`config.mk`:
```
export PLATFORM = sky130hd
export DESIGN_NAME = demux_1to8_scheduler
export DESIGN_NICKNAME = d
export VERILOG_FILES = /design/src/rtl/demux_1to8_scheduler_pkg.sv /design/src/rtl/demux_1to8_scheduler_demux.sv /design/src/rtl/demux_1to8_scheduler_next_channel_finder.sv /design/src/rtl/demux_1to8_scheduler.sv
export SDC_FILE = /design/constraint.sdc
export NUM_CORES = 1
export LEC_CHECK = 0
export BUFFER_PORTS_ARGS = -buffer_cell sky130_fd_sc_hd__buf_2
export CAP_MARGIN = 20
export CORE_MARGIN = 2
export CORE_UTILIZATION = 50
export CTS_CLUSTER_SIZE = 30
export DETAILED_ROUTE_END_ITERATION = 10
export GPL_TIMING_DRIVEN = 0
export MAX_ROUTING_LAYER = met4
export PLACE_DENSITY = 0.74
export SYNTH_ARGS = -nofsm -noshare
export SYNTH_HDL_FRONTEND = slang
export SYNTH_SLANG_ARGS = --single-unit
```
`constraint.sdc`:
```
create_clock -name clk -period 4.5 [get_ports clk]
set_clock_uncertainty 0.2 [all_clocks]
set_input_delay 0.225 -clock clk [delete_from_list [all_inputs] [get_ports clk]]
set_output_delay 0.225 -clock clk [all_outputs]
set_load 0.01 [all_outputs]
```
`src/rtl/demux_1to8_scheduler_pkg.sv`:
```
// Shared sizes and FSM encoding for the round-robin 1-to-8 demux sequencer.
package demux_1to8_scheduler_pkg;

    localparam int NUM_CH = 8;
    localparam int SEL_W  = 3;
    localparam int FCNT_W = 8;

    typedef enum logic {
        IDLE = 1'b0,
        RUN  = 1'b1
    } state_t;

endpackage

```
`src/rtl/demux_1to8_scheduler_demux.sv`:
```
// Plain 1-to-8 demultiplexer: din appears on output bit [sel] when enabled.
module demux_1to8
    import demux_1to8_scheduler_pkg::*;
(
    input  logic [SEL_W-1:0]  sel,
    input  logic              en,
    input  logic              din,
    output logic [NUM_CH-1:0] y
);

    always_comb begin
        y = '0;
        if (en) begin
            y[sel] = din;
        end
    end

endmodule

```
`src/rtl/demux_1to8_scheduler_next_channel_finder.sv`:
```
// Combinational search over a channel mask: lowest set bit, and the next set
// bit strictly above a current pointer (wrap when there is none).
module next_channel_finder
    import demux_1to8_scheduler_pkg::*;
(
    input  logic [NUM_CH-1:0] mask,
    input  logic [SEL_W-1:0]  cur,
    output logic [SEL_W-1:0]  next,
    output logic              wrap,
    output logic [SEL_W-1:0]  first,
    output logic              any
);

    // Descending scan so the last hit written is the lowest qualifying index.
    always_comb begin
        first = '0;
        next  = '0;
        wrap  = 1'b1;
        for (int i = NUM_CH - 1; i >= 0; i--) begin
            if (mask[i]) begin
                first = SEL_W'(i);
            end
            if (mask[i] && (i > int'(cur))) begin
                next = SEL_W'(i);
                wrap = 1'b0;
            end
        end
    end

    assign any = |mask;

endmodule

```
`src/rtl/demux_1to8_scheduler.sv`:
```
// Round-robin sequencer steering a serial bit stream across the enabled
// channels of a 1-to-8 demux, with round counting and drop reporting.
module demux_1to8_scheduler
    import demux_1to8_scheduler_pkg::*;
(
    input  logic              clk,
    input  logic              reset,
    input  logic              in_valid,
    input  logic              in_data,
    input  logic              frame_start,
    input  logic [NUM_CH-1:0] chan_en,
    output logic [NUM_CH-1:0] out,
    output logic [NUM_CH-1:0] out_valid,
    output logic [SEL_W-1:0]  select,
    output logic [FCNT_W-1:0] frame_count,
    output logic              drop,
    output logic              idle
);

    state_t              state;
    state_t              state_nxt;
    logic [NUM_CH-1:0]   act_mask;
    logic [SEL_W-1:0]    sel_q;
    logic [FCNT_W-1:0]   fcnt_q;

    logic [NUM_CH-1:0]   out_p1;
    logic [NUM_CH-1:0]   vld_p1;
    logic                drop_p1;

    logic                accept;
    logic                drop_d;
    logic                load_mask;
    logic                fcnt_inc;
    logic [SEL_W-1:0]    sel_d;
    logic [SEL_W-1:0]    route_sel;

    logic [SEL_W-1:0]    en_first;
    logic                en_any;
    logic [SEL_W-1:0]    en_next;
    logic                en_wrap;

    logic [NUM_CH-1:0]   adv_mask;
    logic [SEL_W-1:0]    adv_cur;
    logic [SEL_W-1:0]    adv_next;
    logic                adv_wrap;
    logic [SEL_W-1:0]    adv_first;
    logic                adv_any;

    logic [NUM_CH-1:0]   out_p0;
    logic [NUM_CH-1:0]   vld_p0;

    // Restart/reload target: lowest channel of the live software mask.
    next_channel_finder u_en_finder (
        .mask  (chan_en),
        .cur   (sel_q),
        .next  (en_next),
        .wrap  (en_wrap),
        .first (en_first),
        .any   (en_any)
    );

    // On frame_start the pointer advances from the restart channel within the
    // freshly loaded mask; otherwise from the current pointer in the shadow mask.
    assign adv_mask = frame_start ? chan_en  : act_mask;
    assign adv_cur  = frame_start ? en_first : sel_q;

    next_channel_finder u_adv_finder (
        .mask  (adv_mask),
        .cur   (adv_cur),
        .next  (adv_next),
        .wrap  (adv_wrap),
        .first (adv_first),
        .any   (adv_any)
    );

    logic unused_finder;
    assign unused_finder = ^{en_next, en_wrap, adv_first, adv_any};

    always_ff @(posedge clk or posedge reset) begin
        if (reset) begin
            state <= IDLE;
        end else begin
            state <= state_nxt;
        end
    end

    always_comb begin
        state_nxt = state;
        if (load_mask) begin
            state_nxt = en_any ? RUN : IDLE;
        end
    end

    always_comb begin
        accept    = 1'b0;
        drop_d    = 1'b0;
        load_mask = 1'b0;
        fcnt_inc  = 1'b0;
        sel_d     = sel_q;
        route_sel = sel_q;
        case (state)
            IDLE: begin
                load_mask = 1'b1;
                sel_d     = en_first;
                drop_d    = in_valid;
            end
            RUN: begin
                if (frame_start) begin
                    load_mask = 1'b1;
                    route_sel = en_first;
                    if (!en_any) begin
                        sel_d  = '0;
                        drop_d = in_valid;
                    end else if (in_valid) begin
                        accept = 1'b1;
                        if (adv_wrap) begin
                            fcnt_inc = 1'b1;
                            sel_d    = en_first;
                        end else begin
                            sel_d = adv_next;
                        end
                    end else begin
                        sel_d = en_first;
                    end
                end else if (in_valid) begin
                    accept = 1'b1;
                    if (adv_wrap) begin
                        fcnt_inc  = 1'b1;
                        load_mask = 1'b1;
                        sel_d     = en_first;
                    end else begin
                        sel_d = adv_next;
                    end
                end
            end
            default: begin
                load_mask = 1'b1;
                sel_d     = en_first;
                drop_d    = in_valid;
            end
        endcase
    end

    // Stage p0: demux the accepted bit onto its channel, data and valid lanes.
    demux_1to8 u_data_demux (
        .sel (route_sel),
        .en  (accept),
        .din (in_data),
        .y   (out_p0)
    );

    demux_1to8 u_valid_demux (
        .sel (route_sel),
        .en  (accept),
        .din (1'b1),
        .y   (vld_p0)
    );

    // Stage p1: registered outputs and sequencing state.
    always_ff @(posedge clk or posedge reset) begin
        if (reset) begin
            out_p1   <= '0;
            vld_p1   <= '0;
            drop_p1  <= 1'b0;
            sel_q    <= '0;
            act_mask <= '0;
            fcnt_q   <= '0;
        end else begin
            out_p1  <= out_p0;
            vld_p1  <= vld_p0;
            drop_p1 <= drop_d;
            sel_q   <= sel_d;
            if (load_mask) begin
                act_mask <= chan_en;
            end
            if (fcnt_inc) begin
                fcnt_q <= fcnt_q + FCNT_W'(1);
            end
        end
    end

    assign out         = out_p1;
    assign out_valid   = vld_p1;
    assign drop        = drop_p1;
    assign select      = sel_q;
    assign frame_count = fcnt_q;
    assign idle        = (state == IDLE);

endmodule

```
# After elaboration in Yosys (flattened, before gate mapping)
# Cells that the tools add are included.
# word_totals
output_inout_bits	29
reg_bits	37
# op_classes
addsub	1
bitwise	2
muxes	50
reduce_logical	9
magnitude_cmp	9
n_eq_ne	1
# op_table
operator	n
$mux 3	22
$mux 8	3
$mux 1	21
$gt 3x3->1 const A	4
$add 8x1->8 const B	1
$and 8x8->8	1
$logic_and 1x1->1	8
$reduce_or 8->1	1
$gt 2x3->1 const A	2
$pmux 3 s2	1
$lt 3x4->1 const B	1
$pmux 1 s2	2
$demux 1 s3	1
$ge 3x1->1 const B	1
$gt 1x3->1 const A	1
$ne 3x3->1 const B	1
$not 1->1	1

# Logic depth before layout (Yosys ltp)
# depth
word_depth	23
mapped_depth	10

# By module
# Synthesis repeated with hierarchy kept, for this count alone.
# hier_totals
cells_unflattened	231
area_unflattened_um2	2213.4
# by_module_without_submodules
mod	n_inst	area_each_um2	cells_per_inst
demux_1to8_scheduler	1	1550.2	113
next_channel_finder	2	264.0	45
demux_1to8	2	67.6	14

# Worst setup path after synthesis
# OpenSTA, ideal clock, no wires.
# synth_path
kind	input port to flip-flop
start	input chan_en[5]
end	register act_mask[1]
n_path_buf	1
path_slack_ns	1.960
cell_stages	8
required_ns	4.175
t_arrival_ns	2.215
cell_sequence	clkbuf_2 -> or4_4 -> a31oi_4 -> a21boi_1 -> o22ai_2 -> nor3_2 -> a21oi_4 -> mux2_2
# synth_between
elab_chain_cells	20
word_cells_on_any_way	33
# synth_lines
element	line_no	rtl
from (decl)	demux_1to8_scheduler.sv:11	input logic [NUM_CH-1:0] chan_en,
$mux 3 (6 in a row)	demux_1to8_scheduler_next_channel_finder.sv:20	if (mask[i]) begin
$mux 3	demux_1to8_scheduler.sv:65	assign adv_cur = frame_start ? en_first : sel_q;
$gt 3x3->1	demux_1to8_scheduler_next_channel_finder.sv:23	if (mask[i] && (i > int'(cur))) begin
$logic_and 1x1->1	demux_1to8_scheduler_next_channel_finder.sv:23	
$mux 1 (6 in a row)	demux_1to8_scheduler_next_channel_finder.sv:23	
$mux 1 *	demux_1to8_scheduler_next_channel_finder.sv:23	
$mux 1 *	demux_1to8_scheduler.sv:127	if (adv_wrap) begin
$mux 1 *	demux_1to8_scheduler.sv:125	end else if (in_valid) begin
$mux 1 *	demux_1to8_scheduler.sv:108	if (frame_start) begin
$pmux 1 s2 *	demux_1to8_scheduler.sv:101	case (state)
to (signal assigned)	demux_1to8_scheduler.sv:174	act_mask <= chan_en;
to (decl)	demux_1to8_scheduler.sv:22	logic [NUM_CH-1:0] act_mask;
# Mark *: on every way between the ends. The rest lies on a longest branch, timed or not.
# A chain may end at the register's enable or synchronous reset.

# Worst setup path after layout
# layout_path
start	register sel_q[1] (netlist: select[1])
end	register act_mask[6]
# layout_between
elab_chain_cells	14
word_cells_on_any_way	26
# layout_lines
element	line_no	rtl
from (decl)	demux_1to8_scheduler.sv:23	logic [SEL_W-1:0] sel_q;
from (signal assigned)	demux_1to8_scheduler.sv:172	sel_q <= sel_d;
$mux 3 *	demux_1to8_scheduler.sv:65	
$gt 3x3->1	demux_1to8_scheduler_next_channel_finder.sv:23	
$logic_and 1x1->1	demux_1to8_scheduler_next_channel_finder.sv:23	
$mux 1 (6 in a row)	demux_1to8_scheduler_next_channel_finder.sv:23	
$mux 1 *	demux_1to8_scheduler_next_channel_finder.sv:23	
$mux 1 *	demux_1to8_scheduler.sv:127	
$mux 1 *	demux_1to8_scheduler.sv:125	
$mux 1 *	demux_1to8_scheduler.sv:108	
$pmux 1 s2 *	demux_1to8_scheduler.sv:101	
# Marks and branches as above.

==> results.toml <==
[synth]
yosysUniqueCellTypes = 56
async_reset_ff_share_pct = 100
synth-seq-cells = 36
synth_area_sq_um = 2030
synth_nets = 226
synth_mux_area_share_pct = 7.53
synth_top_family_by_area = "compound AO/OA/AOI/OAI gates"
yosys.area.top_type_share_pct = 44.4
synthSimpleGateAreaFrac_pct = 20.2
synth_compound_area_share_pct = 21.0
synth_flop_cell = "dfrtp_1"
synth-adder-area-share_pct = 0.617
postSynthAreaPerCell_sq_um = 9.56
seq_area_frac_synth_pct = 44.4
synth_edf_count = 0
synthXorXnorAreaFrac_pct = 3.02
yosysWarnings = 0
syn_inst = 212
yosysTopAreaCell = "dfrtp_1"
netlist_top_cells_area = "dfrtp_1 44%, nor2_1 6.9%, mux2_2 5.0%, a21oi_1 2.7%, nand2_1 2.6%"

[clocking]
clock_sinks = 36
postCtsHoldBufs = 1
cts_tree = "done"
numCtsBuffers = 5
cts_root_buffer = "clkbuf_8"
clock_path_buffers = 2
insertion_delay_ps = 290
clk_pin_slew_ps = 70
cts_htree_levels = 2
cts_setup_buffers = 0
cts_resized = 0

[power]
power.density_nw_per_um2 = 354
peakVddDrop_mv = 0.164
total_power_mw = 0.854
p_leak_nw = 1.14

[finish]
final_nets = 273
fillCellCount = 342
n_antenna_cell = 0
drive_gt1_share_pct = 26.5
area_delta_synth_final_pct = 19.0
fin_area_sq_um = 2410
stdcell_count = 310
multiInputGateArea_sq_um = 1060
seq_area_sq_um = 901
post-route-util_pct = 61.2

[worst_setup_path]
crit_fanout = 9
reg2reg_depth = 6
setup.worst_path.end_class = "register"
crit-reg2reg-launch = "select[1]$_DFFE_PP0P_"
critPathLaunch = "select[1]$_DFFE_PP0P_"
cp_slowest_cell = "o21ai_0"
crit_chain = "o21ai_0, nor2_1, o22ai_2, nor3_2, a21oi_4, mux2_2"
crit_type = "register to register"
slowest_delay_ps = 630
regToRegEndpoint = "act_mask[6]$_DFFE_PP0P_"
cp_data_arrival_time_ps = 2810
critPathLaunchType = "register"
cp.required_ps = 4480
ff2ff_setup_slack_ps = 1670

[grt]
antenna_found_initial = 0
grt.met2_usage_pct = 33.0
grt_overflow = 0
grt_max_degree = 23
track_usage_pct = 21.7
grt.busiest_layer = "met2"
grt_use_met3_pct = 4.00
grt_pass1_wl_mm = 7.09
grt.met1_usage_pct = 28.5
grt_pass1_vias = 1497

[job]
drv_cap = 0

[sta]
fin_crit_ps = 2830
timing.hold.ws_ps = 48.5
max_freq_ghz = 0.353
setup_violations = 0
relSlewSlack_pct = 49.9
hold_viol = 0
finalCritPeriodShare_pct = 63.0
layout_setup_ws_ps = 1670
fin_tns_setup_ps = 0
finalMaxSlewViolations = 0
max_slew.worst_pin.slew_ps = 744
rsz0062_at_grt = "false"

[run_status]
status = "complete, no violations"

[detailed_routing]
vias = 1776
first_pass_iters = 4
wl_per_cell_microns = 14.7
drt_iter0_drc = 123
vias_per_cell = 5.73
drc = 0
ant_nets = 0
wirelength_mm = 4.56

[die]
coreArea_sq_um = 3940
dieArea_sq_um = 4580
dieWidth_microns = 67.7
die_h_microns = 67.7
row_count = 23
initial_core_util_pct = 51.4
boundaryPins = 42

[placed_design]
port_buffers = 38
dpl_cell_area_sq_um = 2310
dp_hpwl_mm = 3.45
dp_cells = 301
gp_congestion = 0.900
pre_cts_slack_ps = 1610

[worst_hold_path]
hold_depth = 2
hold_start = "chan_en[6]"
whs_endpoint = "act_mask[6]$_DFFE_PP0P_"
min_path_type = "primary input to register"
worst max-delay path: cells and delay by family (launching register included):
kind | cells | cell delay (ps)
compound gates | 3 | 1210
simple gates | 2 | 470
mux | 1 | 370
flops | 1 | 470
sequential cells by signal, indices dropped and copies added (netlist names):
register,count
frame_count,8
out,8
out_valid,8
act_mask,7
select,3
drop,1
state,1
layout by cell type (no fill, tap or decap), types with 2 or more instances in the layout:
cell type and instances:
a21oi_1 11, nand3_1 6, and2_1 2, o21bai_1 2, o31ai_1 3, nor3_1 5
nand2_1 14, a22oi_1 2, buf_2 40, mux2_2 9, mux2i_1 4, xnor2_1 2
clkbuf_8 6, xor2_1 5, o31a_1 3, dfrtp_1 36, clkbuf_1 5, inv_1 6
o21ai_0 7, nand2b_1 4, nor2_1 37, a21boi_0 2, nand4_1 2, a32oi_1 2
a31oi_1 7, nor4_1 4
logic make-up (layout without fill, tap and decap cells):
family / Yosys count / count (layout)
and+or+nand+nor: 83 / 83
buffers and inverters: 15 / 63
DFF: 36 / 36
adders and majority gates: 1 / 1
xor gates and xnor gates: 7 / 7
AOI/OAI and AO/OA: 56 / 56
muxes: 14 / 14
how the worst max path moves through the flow:
stage                               to  depth (start not counted)
2_1_floorplan  act_mask[1]$_DFFE_PP0P_                          8
5_1_grt        act_mask[6]$_DFFE_PP0P_                          7
3_3_place_gp         state$_DFFE_PP0P_                          9
4_1_cts        act_mask[6]$_DFFE_PP0P_                          6
6_report       act_mask[6]$_DFFE_PP0P_                          6
3_5_place_dp   act_mask[6]$_DFFE_PP0P_                          9
metal layers:
| metal | vias up | wire, microns |
|---|---|---|
| met4 | 0 | 72 |
| met1 | 819 | 1970 |
| met3 | 5 | 351 |
| met5 | - | 0 |
| met2 | 82 | 2160 |
| li1 | 870 | - |
report_power, final:
| part | total (mW) | internal [mW] | switching, mW |
|---|---|---|---|
| combinational | 0.226 | 0.0917 | 0.134 |
| clock | 0.241 | 0.124 | 0.116 |
| sequential | 0.387 | 0.355 | 0.0329 |
| total | 0.854 | 0.571 | 0.283 |
synth_stat cells, types with 2 or more instances:
library cell	number
o31ai_1	3
nor3_1	5
nand2_1	14
nor2_1	37
mux2_2	9
buf_2	2
clkbuf_1	4
nor4_1	4
a32oi_1	2
o21ai_0	7
nand4_1	2
nand2b_1	4
a21oi_1	11
o21bai_1	2
and2_1	2
nand3_1	6
xor2_1	5
dfrtp_1	36
a31oi_1	7
a22oi_1	2
mux2i_1	4
xnor2_1	2
inv_1	6
o31a_1	3
a21boi_0	2
cell type report:
cell class	count	area share, %
multi-input combinational	161	44.1
tap	50	2.59
timing repair buffer	40	9.44
clock inverter	1	0.311
sequential	36	37.4
buffer	9	1.71
clock buffer	7	3.58
inverter	6	0.934
Power figures use the tool's default switching activity.
